==> src/rtl/hazard_sequencer_if.sv <==
// Stage-control bundle between the 5-stage core datapath and its hazard sequencer.
// The core (master) drives per-stage control bits; the sequencer (slave) drives write enables, bubbles and halt.
interface hazard_sequencer_if #(
  parameter int CNT_W = 32
);
  logic [4:0]       id_rs1;
  logic [4:0]       id_rs2;
  logic             id_use_rs1;
  logic             id_use_rs2;
  logic             id_is_ecall;
  logic [4:0]       ex_rd;
  logic             ex_wb_enable;
  logic             ex_mem_read;
  logic [4:0]       mem_rd;
  logic             mem_wb_enable;
  logic             x17_is_10;
  logic             dmem_busy;
  logic             pc_write;
  logic             ifid_write;
  logic             ifid_flush;
  logic             idex_bubble;
  logic             pipe_freeze;
  logic             is_halted;
  logic [CNT_W-1:0] stall_count;
  logic [1:0]       seq_state;

  // No valid/ready pairs here: every signal is a level that is sampled on
  // every rising clock edge; outputs are a function of the current state and
  // the same-cycle inputs.
  modport master (
    output id_rs1, id_rs2, id_use_rs1, id_use_rs2, id_is_ecall,
           ex_rd, ex_wb_enable, ex_mem_read, mem_rd, mem_wb_enable,
           x17_is_10, dmem_busy,
    input  pc_write, ifid_write, ifid_flush, idex_bubble, pipe_freeze,
           is_halted, stall_count, seq_state
  );

  modport slave (
    input  id_rs1, id_rs2, id_use_rs1, id_use_rs2, id_is_ecall,
           ex_rd, ex_wb_enable, ex_mem_read, mem_rd, mem_wb_enable,
           x17_is_10, dmem_busy,
    output pc_write, ifid_write, ifid_flush, idex_bubble, pipe_freeze,
           is_halted, stall_count, seq_state
  );
endinterface

==> src/rtl/hazard_sequencer.sv <==
// Hazard sequencer for the 5-stage RV32I core: load-use and ECALL/x17 stalls,
// data-memory freeze, and the ECALL squash/drain/halt sequence.
module hazard_sequencer #(
  parameter int DRAIN_CYCLES = 3,
  parameter int CNT_W        = 32
) (
  input logic               clk,
  input logic               reset_n,
  hazard_sequencer_if.slave bus
);

  typedef enum logic [1:0] {
    RUN    = 2'd0,
    DRAIN  = 2'd1,
    HALTED = 2'd2
  } state_t;

  localparam int DW = (DRAIN_CYCLES > 1) ? $clog2(DRAIN_CYCLES) : 1;
  localparam logic [DW-1:0] DRAIN_LAST = DW'(DRAIN_CYCLES - 1);

  state_t           state_q, state_d;
  logic [DW-1:0]    drain_q, drain_d;
  logic [CNT_W-1:0] cnt_q;
  logic             cnt_inc;
  logic             load_use, ecall_haz, stall;
  logic             pc_w, ifid_w, flush, bubble, freeze;

  always_comb begin
    load_use  = bus.ex_mem_read && (bus.ex_rd != 5'd0) &&
                ((bus.id_use_rs1 && (bus.id_rs1 == bus.ex_rd)) ||
                 (bus.id_use_rs2 && (bus.id_rs2 == bus.ex_rd)));
    ecall_haz = bus.id_is_ecall &&
                ((bus.ex_wb_enable  && (bus.ex_rd  == 5'd17)) ||
                 (bus.mem_wb_enable && (bus.mem_rd == 5'd17)));
    stall     = load_use || ecall_haz;
  end

  always_comb begin
    state_d = state_q;
    drain_d = drain_q;
    cnt_inc = 1'b0;
    pc_w    = 1'b0;
    ifid_w  = 1'b0;
    flush   = 1'b0;
    bubble  = 1'b0;
    freeze  = 1'b0;
    case (state_q)
      RUN: begin
        if (bus.dmem_busy) begin
          freeze = 1'b1;
        end else if (stall) begin
          bubble  = 1'b1;
          cnt_inc = 1'b1;
        end else if (bus.id_is_ecall && bus.x17_is_10) begin
          // Halting ECALL moves on to EX; whatever was fetched behind it is squashed.
          flush   = 1'b1;
          state_d = DRAIN;
          drain_d = '0;
        end else begin
          pc_w   = 1'b1;
          ifid_w = 1'b1;
        end
      end
      DRAIN: begin
        flush  = 1'b1;
        bubble = 1'b1;
        if (bus.dmem_busy) begin
          freeze = 1'b1;
        end else if (drain_q == DRAIN_LAST) begin
          state_d = HALTED;
        end else begin
          drain_d = drain_q + DW'(1);
        end
      end
      HALTED: begin
        flush  = 1'b1;
        bubble = 1'b1;
      end
      default: state_d = RUN;
    endcase
  end

  always_ff @(posedge clk or negedge reset_n) begin
    if (!reset_n) begin
      state_q <= RUN;
      drain_q <= '0;
      cnt_q   <= '0;
    end else begin
      state_q <= state_d;
      drain_q <= drain_d;
      if (cnt_inc && (cnt_q != {CNT_W{1'b1}})) begin
        cnt_q <= cnt_q + CNT_W'(1);
      end
    end
  end

  // While reset is held the fetch side is parked on NOPs regardless of inputs.
  assign bus.pc_write    = reset_n & pc_w;
  assign bus.ifid_write  = reset_n & ifid_w;
  assign bus.ifid_flush  = ~reset_n | flush;
  assign bus.idex_bubble = ~reset_n | bubble;
  assign bus.pipe_freeze = reset_n & freeze;
  assign bus.is_halted   = reset_n & (state_q == HALTED);
  assign bus.stall_count = cnt_q;
  assign bus.seq_state   = state_q;

endmodule

==> src/flat_wrapper.sv <==
// flat-port wrapper written by rule: the top's interface ports become plain ports
module hazard_sequencer_flat 
#(
  parameter int DRAIN_CYCLES = 3,
  parameter int CNT_W        = 32
)
  (clk, reset_n, bus_id_rs1, bus_id_rs2, bus_id_use_rs1, bus_id_use_rs2, bus_id_is_ecall, bus_ex_rd, bus_ex_wb_enable, bus_ex_mem_read, bus_mem_rd, bus_mem_wb_enable, bus_x17_is_10, bus_dmem_busy, bus_pc_write, bus_ifid_write, bus_ifid_flush, bus_idex_bubble, bus_pipe_freeze, bus_is_halted, bus_stall_count, bus_seq_state);
  hazard_sequencer_if #(.CNT_W(CNT_W)) bus_i ();
  input logic clk;
  input logic reset_n;
  input wire logic [$bits(bus_i.id_rs1)-1:0] bus_id_rs1;
  input wire logic [$bits(bus_i.id_rs2)-1:0] bus_id_rs2;
  input wire logic [$bits(bus_i.id_use_rs1)-1:0] bus_id_use_rs1;
  input wire logic [$bits(bus_i.id_use_rs2)-1:0] bus_id_use_rs2;
  input wire logic [$bits(bus_i.id_is_ecall)-1:0] bus_id_is_ecall;
  input wire logic [$bits(bus_i.ex_rd)-1:0] bus_ex_rd;
  input wire logic [$bits(bus_i.ex_wb_enable)-1:0] bus_ex_wb_enable;
  input wire logic [$bits(bus_i.ex_mem_read)-1:0] bus_ex_mem_read;
  input wire logic [$bits(bus_i.mem_rd)-1:0] bus_mem_rd;
  input wire logic [$bits(bus_i.mem_wb_enable)-1:0] bus_mem_wb_enable;
  input wire logic [$bits(bus_i.x17_is_10)-1:0] bus_x17_is_10;
  input wire logic [$bits(bus_i.dmem_busy)-1:0] bus_dmem_busy;
  output wire logic [$bits(bus_i.pc_write)-1:0] bus_pc_write;
  output wire logic [$bits(bus_i.ifid_write)-1:0] bus_ifid_write;
  output wire logic [$bits(bus_i.ifid_flush)-1:0] bus_ifid_flush;
  output wire logic [$bits(bus_i.idex_bubble)-1:0] bus_idex_bubble;
  output wire logic [$bits(bus_i.pipe_freeze)-1:0] bus_pipe_freeze;
  output wire logic [$bits(bus_i.is_halted)-1:0] bus_is_halted;
  output wire logic [$bits(bus_i.stall_count)-1:0] bus_stall_count;
  output wire logic [$bits(bus_i.seq_state)-1:0] bus_seq_state;
  assign bus_i.id_rs1 = bus_id_rs1;
  assign bus_i.id_rs2 = bus_id_rs2;
  assign bus_i.id_use_rs1 = bus_id_use_rs1;
  assign bus_i.id_use_rs2 = bus_id_use_rs2;
  assign bus_i.id_is_ecall = bus_id_is_ecall;
  assign bus_i.ex_rd = bus_ex_rd;
  assign bus_i.ex_wb_enable = bus_ex_wb_enable;
  assign bus_i.ex_mem_read = bus_ex_mem_read;
  assign bus_i.mem_rd = bus_mem_rd;
  assign bus_i.mem_wb_enable = bus_mem_wb_enable;
  assign bus_i.x17_is_10 = bus_x17_is_10;
  assign bus_i.dmem_busy = bus_dmem_busy;
  assign bus_pc_write = bus_i.pc_write;
  assign bus_ifid_write = bus_i.ifid_write;
  assign bus_ifid_flush = bus_i.ifid_flush;
  assign bus_idex_bubble = bus_i.idex_bubble;
  assign bus_pipe_freeze = bus_i.pipe_freeze;
  assign bus_is_halted = bus_i.is_halted;
  assign bus_stall_count = bus_i.stall_count;
  assign bus_seq_state = bus_i.seq_state;
  hazard_sequencer #(.DRAIN_CYCLES(DRAIN_CYCLES), .CNT_W(CNT_W)) u_core (.clk(clk), .reset_n(reset_n), .bus(bus_i));
endmodule
==> config.mk <==
export PLATFORM = sky130hd
export DESIGN_NAME = hazard_sequencer_flat
export DESIGN_NICKNAME = d
export VERILOG_FILES = /design/src/rtl/hazard_sequencer_if.sv /design/src/rtl/hazard_sequencer.sv /design/src/flat_wrapper.sv
export SDC_FILE = /design/constraint.sdc
export NUM_CORES = 1
export LEC_CHECK = 0
export ABC_AREA = 1
export BUFFER_PORTS_ARGS = -buffer_cell sky130_fd_sc_hd__clkbuf_2
export CORE_MARGIN = 3
export CORE_UTILIZATION = 55
export CTS_CLUSTER_SIZE = 40
export DETAILED_ROUTE_END_ITERATION = 12
export MAX_ROUTING_LAYER = met4
export PLACE_DENSITY = 0.81
export SLEW_MARGIN = 20
export SYNTH_ARGS = -nofsm -noshare
export SYNTH_HDL_FRONTEND = slang
export SYNTH_SLANG_ARGS = --single-unit
export TNS_END_PERCENT = 10
==> constraint.sdc <==
create_clock -name clk -period 2.25 [get_ports clk]
set_clock_uncertainty 0.15 [all_clocks]
set_input_delay 0.1125 -clock clk [delete_from_list [all_inputs] [get_ports clk]]
set_output_delay 0.1125 -clock clk [all_outputs]
set_load 0.01 [all_outputs]
==> results of run 1 <==
[metrics by stage]
step                      cell area [sq um]  worst slack (ns)
after global placement                 3390             0.271
after floorplan                        2980             0.110
final                                  3570             0.154
after CTS                              3520            0.0328
after global routing                   3570           -0.0135
after detailed placement               3390             0.176
[registers in the layout, indices dropped and copies added, names as in the netlist]
name	cells
u_core.drain_q	2
u_core.bus.seq_state	2
u_core.bus.stall_count	32
[cell usage in the layout, fill, tap and decap left out, types with 2 or more instances in the layout]
master                       n
sky130_fd_sc_hd__clkbuf_8    7
sky130_fd_sc_hd__nand3b_1   14
sky130_fd_sc_hd__nand3_1    11
sky130_fd_sc_hd__ha_1        6
sky130_fd_sc_hd__nand4_1    36
sky130_fd_sc_hd__nand2_2    22
sky130_fd_sc_hd__o21ai_0     2
sky130_fd_sc_hd__nor2_1     63
sky130_fd_sc_hd__xnor2_1     4
sky130_fd_sc_hd__nor2_2      5
sky130_fd_sc_hd__nand2_1   193
sky130_fd_sc_hd__dfrtp_1    36
sky130_fd_sc_hd__buf_4      10
sky130_fd_sc_hd__nor3_1      2
sky130_fd_sc_hd__inv_1      26
sky130_fd_sc_hd__inv_2       5
sky130_fd_sc_hd__xor2_1     11
sky130_fd_sc_hd__clkbuf_2   69
[power by group]
| part | internal [mW] | switching, mW |
|---|---|---|
| clock | 0.391 | 0.241 |
| combinational | 0.275 | 0.417 |
| sequential | 0.692 | 0.0411 |
| total | 1.36 | 0.699 |
[area by class of cell]
| cell class | instances | area, sq um |
|---|---|---|
| repair buffers | 82 | 475 |
| multi-input cells | 379 | 1860 |
| clock inverters | 1 | 30.0 |
| fillers | 460 | 1600 |
| well taps | 70 | 87.6 |
| flip-flops and latches | 36 | 901 |
| inverters | 31 | 116 |
| clock buffers | 7 | 96.3 |
[routing by layer]
metal	share of wire (%)	vias up	global-route usage (%)
met3	7.1	21	4.40
met4	2.4	0	9.28
li1	-	1626	-
met2	47	110	44.5
met1	43	1461	36.4
met5	0	-	-
[logic make-up (layout without fill, tap and decap cells)]
family / Yosys count / in the layout
and+or+nand+nor: 353 / 353
buffers and inverters: 44 / 121
DFF: 36 / 36
xor gates and xnor gates: 15 / 15
adders and majority gates: 6 / 6
AOI/OAI and AO/OA: 5 / 5
[final timing paths]
kind,start,to,slack [ns]
worst max register to register,u_core.bus.stall_count[1]$_DFFE_PN0P_,u_core.bus.stall_count[8]$_DFFE_PN0P_,0.16
worst max-delay path,u_core.bus.seq_state[1]$_DFFE_PN0P_,bus_idex_bubble,0.15
worst min-delay path,reset_n,u_core.bus.seq_state[0]$_DFFE_PN0P_,0.10
max in group asynchronous,reset_n,u_core.bus.stall_count[26]$_DFFE_PN0P_,1.17
worst min register to register,u_core.drain_q[1]$_DFFE_PN0P_,u_core.drain_q[1]$_DFFE_PN0P_,0.33
min in group clk,bus_dmem_busy,u_core.bus.stall_count[3]$_DFFE_PN0P_,0.19
[repair_timing]
item | in CTS | in global routing
buffers inserted | 0 | 2
setup endpoints to repair | 0 | 1
hold endpoints to repair | 36 | 0
hold buffers | 1 | 0
gates resized for setup | 0 | 1
==> flow_summary.ini, run 1 <==
[place]
place.detailed.hpwl_microns = 6040
port_buffers = 69
routabilityCongestion = 0.972
dpl.cell_count = 594

[worst_setup_path]
cp_cell_sequence = inv_1, ha_1, inv_1, nor2_4, buf_12, nand2_1, nand2_1, nand2_1, nand2_1, clkbuf_2
critPathTopFamily = buffers and inverters
timing.setup.critical_path_class = reg -> out
critical_path.max_stage_delay_ns = 0.42
worst_path_most_repeated_cell = sky130_fd_sc_hd__nand2_1
slowest_cell_on_the_critical_path = sky130_fd_sc_hd__dfrtp_1
cell_depth_of_the_worst_flop_to_flop_path = 9
timing.critical_path.required_ns = 1.99
worst_setup_path_start_kind = flop
worstSetupEndpointType = output port
timing.critical_path.fanout_max = 17
worst-endpoint-arrival_ns = 1.83
worstPathBufferInverterCount = 4
worst-path-stages = 10

[worst_hold_path]
min_path_type = in -> async

[final_layout]
layout-area-overhead-vs-synth_pct = 19.9
finish.cell_count_without_fillers = 606
antenna_cells = 0
nets = 571
final_layout_size_suffix_gt1_share_pct = 23.9
layout.core_utilization_pct = 69.0

[sta]
maxClockFrequency_mhz = 477
finalSetupViolations = 0
timing.final.crit_period_ns = 2.10
holdWs_ns = 0.102
drv_slew = 0
report.final.hold_viol_count = 0
worstMarginPinSlew_ns = 0.492
finalCritPeriodShare_pct = 93.2
tns_ns = 0
slew_headroom_pct = 67.2

[yosys]
synth.area.top_cells = sky130_fd_sc_hd__dfrtp_1 (30%), sky130_fd_sc_hd__nand2_1 (24%), sky130_fd_sc_hd__nor2_1 (8.1%)
synth.avg_cell_area_sq_um = 6.49
synthesis.nets = 495
netlist_area_sq_um = 2980
post_synth_mux_area_share_pct = 0
yosysWarningCount = 0
ys_async_sr_fraction_pct = 100
postSynthRegisterBits = 36
dominantRegCellSynth = sky130_fd_sc_hd__dfrtp_1
synth_fa_ha_area_share_pct = 2.52
post_synth_inst_count = 459
synth_edf_count = 0
synth_top_area_share_pct = 30.3
synth-simple-area-share_pct = 54.2
yosys.area_share.xor_xnor_pct = 4.41
ys_top_cells_by_count = sky130_fd_sc_hd__nand2_1 (193), sky130_fd_sc_hd__nor2_1 (64), sky130_fd_sc_hd__dfrtp_1 (36), sky130_fd_sc_hd__nand4_1 (36), sky130_fd_sc_hd__inv_1 (26)
synth_compound_area_share_pct = 1.13
yosys.cell_types.count = 29
synth-seq-area-share_pct = 30.3
synth_top_family_by_area = simple AND/OR/NAND/NOR gates
post-synth-top-count-cell = sky130_fd_sc_hd__nand2_1
synth_largest_area_cell = sky130_fd_sc_hd__dfrtp_1

[flow_run]
max_cap_violations = 0

[routing]
detailedRoute.firstIterationViolations = 228
drt-wirelength-per-cell_microns = 13.4
post-route-drc-count = 0
pre_repair_dr_iteration_count = 4
route.vias.total = 3218
routed_wirelength_microns = 8120
final_antenna_net_count = 0
routed_via_density = 5.31

[pwr]
total_leakage_power_nw = 1.94
total_power_mw = 2.06
power_per_cell_area_nw_per_um2 = 576
power.ir.vdd_worst_mv = 0.464

[clock_tree]
clkTransAtPathRegs_ns = 0.07
cts-buffers-inserted = 5
clk_root_buffer_cell = sky130_fd_sc_hd__clkbuf_8
deepest_level_of_the_cts_h_tree = 2
max-clock-path-buffers = 2
tritoncts = yes
cts.sink_count = 36
insertion_delay_ns = 0.30

[floorplan]
placeableCoreArea_sq_um = 5170
chipHeight_microns = 79.6
floorplan.initialDensity_pct = 57.6
io-pin-count = 70
num_rows = 26
fp.dieW_microns = 79.6
area_of_the_die_sq_um = 6330

[grt]
groute.usage.overall_pct = 27.9
number_of_global_route_vias_before_repair = 3032
grt_max_degree = 34
grt_antenna_before_repair = 0
grt.overflow.total = 0
grt_pass1_wl_microns = 13800

[status]
outcome = finished clean
(Power assumes the default switching activity.)
==> run 2, diff against run 1 <==
==> constraint.sdc (replaced) <==
create_clock -name clk -period 2.25 [get_ports clk]
set_clock_uncertainty 0.15 [all_clocks]
set_input_delay 0 -clock clk [delete_from_list [all_inputs] [get_ports clk]]
set_output_delay 0 -clock clk [all_outputs]
set_load 0.01 [all_outputs]
==> flow_summary.ini, run 2 (synthesized netlist as in run 1, its figures left out) <==
[worst_setup_path]
worst-endpoint-arrival_ns = 2.15
slowest_cell_on_the_critical_path = sky130_fd_sc_hd__nand3_4
timing.setup.critical_path_class = reg -> reg
worst_path_most_repeated_cell = sky130_fd_sc_hd__nand2_1
cp_cell_sequence = ha_1, nand3_2, inv_2, nand2_4, nor3_4, nand4_4, nand3_4, nand2_1, nand2_1
worstSetupEndpointType = flop
worst_setup_path_start_kind = flop
timing.critical_path.fanout_max = 32
critical_path.max_stage_delay_ns = 0.40
worst-r2r-setup-slack_ns = 0.18
timing.critical_path.required_ns = 2.33
critPathTopFamily = simple AND/OR/NAND/NOR gates
worstPathBufferInverterCount = 1

[routing]
drt-wirelength-per-cell_microns = 13.2
routed_via_density = 5.32
detailedRoute.firstIterationViolations = 192
final_antenna_net_count = 0
pre_repair_dr_iteration_count = 5
post-route-drc-count = 0
routed_wirelength_microns = 7950
route.vias.total = 3213

[final_layout]
layout_commonest_cell = sky130_fd_sc_hd__nand2_1
post_layout_instance_area_sq_um = 3490
nets = 569
layout_common_cells = sky130_fd_sc_hd__nand2_1 (193), sky130_fd_sc_hd__clkbuf_2 (69), sky130_fd_sc_hd__nor2_1 (63)
filler_cell_count = 492
final_layout_size_suffix_gt1_share_pct = 23.0
largest_register_ff_count = 32
layout-area-overhead-vs-synth_pct = 17.2
antenna_cells = 0
finish.cell_count_without_fillers = 604

[sta]
finalCritPeriodShare_pct = 92.0
drv_slew = 0
timing.final.crit_period_ns = 2.07
slew_headroom_pct = 66.3
finalSetupViolations = 0
maxClockFrequency_mhz = 483
report.final.hold_viol_count = 0
tns_ns = 0
worstMarginPinSlew_ns = 0.505
grt_setup_unrepaired = false

[floorplan]
placeableCoreArea_sq_um = 5170
chipHeight_microns = 79.6
num_rows = 26
io-pin-count = 70
area_of_the_die_sq_um = 6330
floorplan.initialDensity_pct = 57.6
fp.dieW_microns = 79.6

[grt]
grt_pass1_wl_microns = 13200
grt.overflow.total = 0
grt_antenna_before_repair = 0
groute.usage.overall_pct = 26.7
grt_max_degree = 33
number_of_global_route_vias_before_repair = 2862

[clock_tree]
clkTransAtPathRegs_ns = 0.07
cts-buffers-inserted = 5
max-clock-path-buffers = 2
tritoncts = yes
deepest_level_of_the_cts_h_tree = 2
clk_root_buffer_cell = sky130_fd_sc_hd__clkbuf_8
cts.sink_count = 36
insertion_delay_ns = 0.29

[place]
dpl.cell_count = 594
routabilityCongestion = 0.956
place.detailed.hpwl_microns = 6020
port_buffers = 69
post_detailed_placement_cell_area_sq_um = 3380

[pwr]
total_leakage_power_nw = 1.90
power.ir.vdd_worst_mv = 0.524
power_per_cell_area_nw_per_um2 = 528
total_power_mw = 1.84

[worst_hold_path]
min_path_type = in -> reg

[flow_run]
max_cap_violations = 0

[status]
outcome = finished clean
[run 2: metrics by stage]
step / hold WS [ns] / utilization [%] / setup slack (ns)
floorplan: -0.446 / - / 0.222
CTS: 0.0507 / 67.4 / 0.149
finish: 0.0812 / 67.5 / 0.180
global route: 0.133 / 67.5 / 0.00883
global placement: -0.296 / 65.3 / 0.269
detailed placement: -0.290 / 65.3 / 0.171
[run 2: layout make-up]
cell class	instances	area (sq um)	share of cell area, %
multi-input cells	379	1860	53.4
flip-flops and latches	36	901	25.8
repair buffers	80	433	12.4
inverters	31	116	3.33
clock buffers	8	90.1	2.58
well taps	70	87.6	2.51
[run 2: worst reg2reg max path: stages (launching register included)]
cell	delay, ns
sky130_fd_sc_hd__dfrtp_1	0.39
sky130_fd_sc_hd__ha_1	0.26
sky130_fd_sc_hd__nand3_2	0.15
sky130_fd_sc_hd__inv_2	0.12
sky130_fd_sc_hd__nand2_4	0.07
sky130_fd_sc_hd__nor3_4	0.15
sky130_fd_sc_hd__nand4_4	0.11
sky130_fd_sc_hd__nand3_4	0.40
sky130_fd_sc_hd__nand2_1	0.13
sky130_fd_sc_hd__nand2_1	0.08
[run 2: what timing repair did]
| action | in CTS | in global routing |
|---|---|---|
| endpoints found under the hold margin | 36 | 0 |
| gates resized for setup | 0 | 1 |
| hold buffers | 2 | 0 |
| setup endpoints to repair | 0 | 23 |
| buffers inserted | 0 | 0 |
[run 2: worst paths after layout]
check | startpoint | end | cells after the start
worst min register to register | u_core.drain_q[1]$_DFFE_PN0P_ | u_core.drain_q[1]$_DFFE_PN0P_ | 2
min in group asynchronous | reset_n | u_core.bus.stall_count[12]$_DFFE_PN0P_ | 3
worst max-delay path | u_core.bus.stall_count[1]$_DFFE_PN0P_ | u_core.bus.stall_count[11]$_DFFE_PN0P_ | 9
worst max register to register | u_core.bus.stall_count[1]$_DFFE_PN0P_ | u_core.bus.stall_count[11]$_DFFE_PN0P_ | 9
worst min-delay path | bus_dmem_busy | u_core.drain_q[1]$_DFFE_PN0P_ | 5
max in group asynchronous | reset_n | u_core.drain_q[0]$_DFFE_PN0P_ | 3
[run 2: power by group]
| group | internal [mW] | switching (mW) | leakage, nW | total [mW] |
|---|---|---|---|---|
| combinational | 0.228 | 0.396 | 1.35 | 0.624 |
| sequential | 0.692 | 0.0421 | 0.498 | 0.734 |
| clock | 0.250 | 0.235 | 0.0455 | 0.485 |
| total | 1.17 | 0.673 | 1.90 | 1.84 |
[run 2: layer usage]
metal	routed length [microns]	vias up	track usage, %
met5	0	-	-
met2	3820	102	43.4
met1	3590	1482	35.4
met4	69	0	5.67
met3	472	10	3.84
li1	-	1619	-
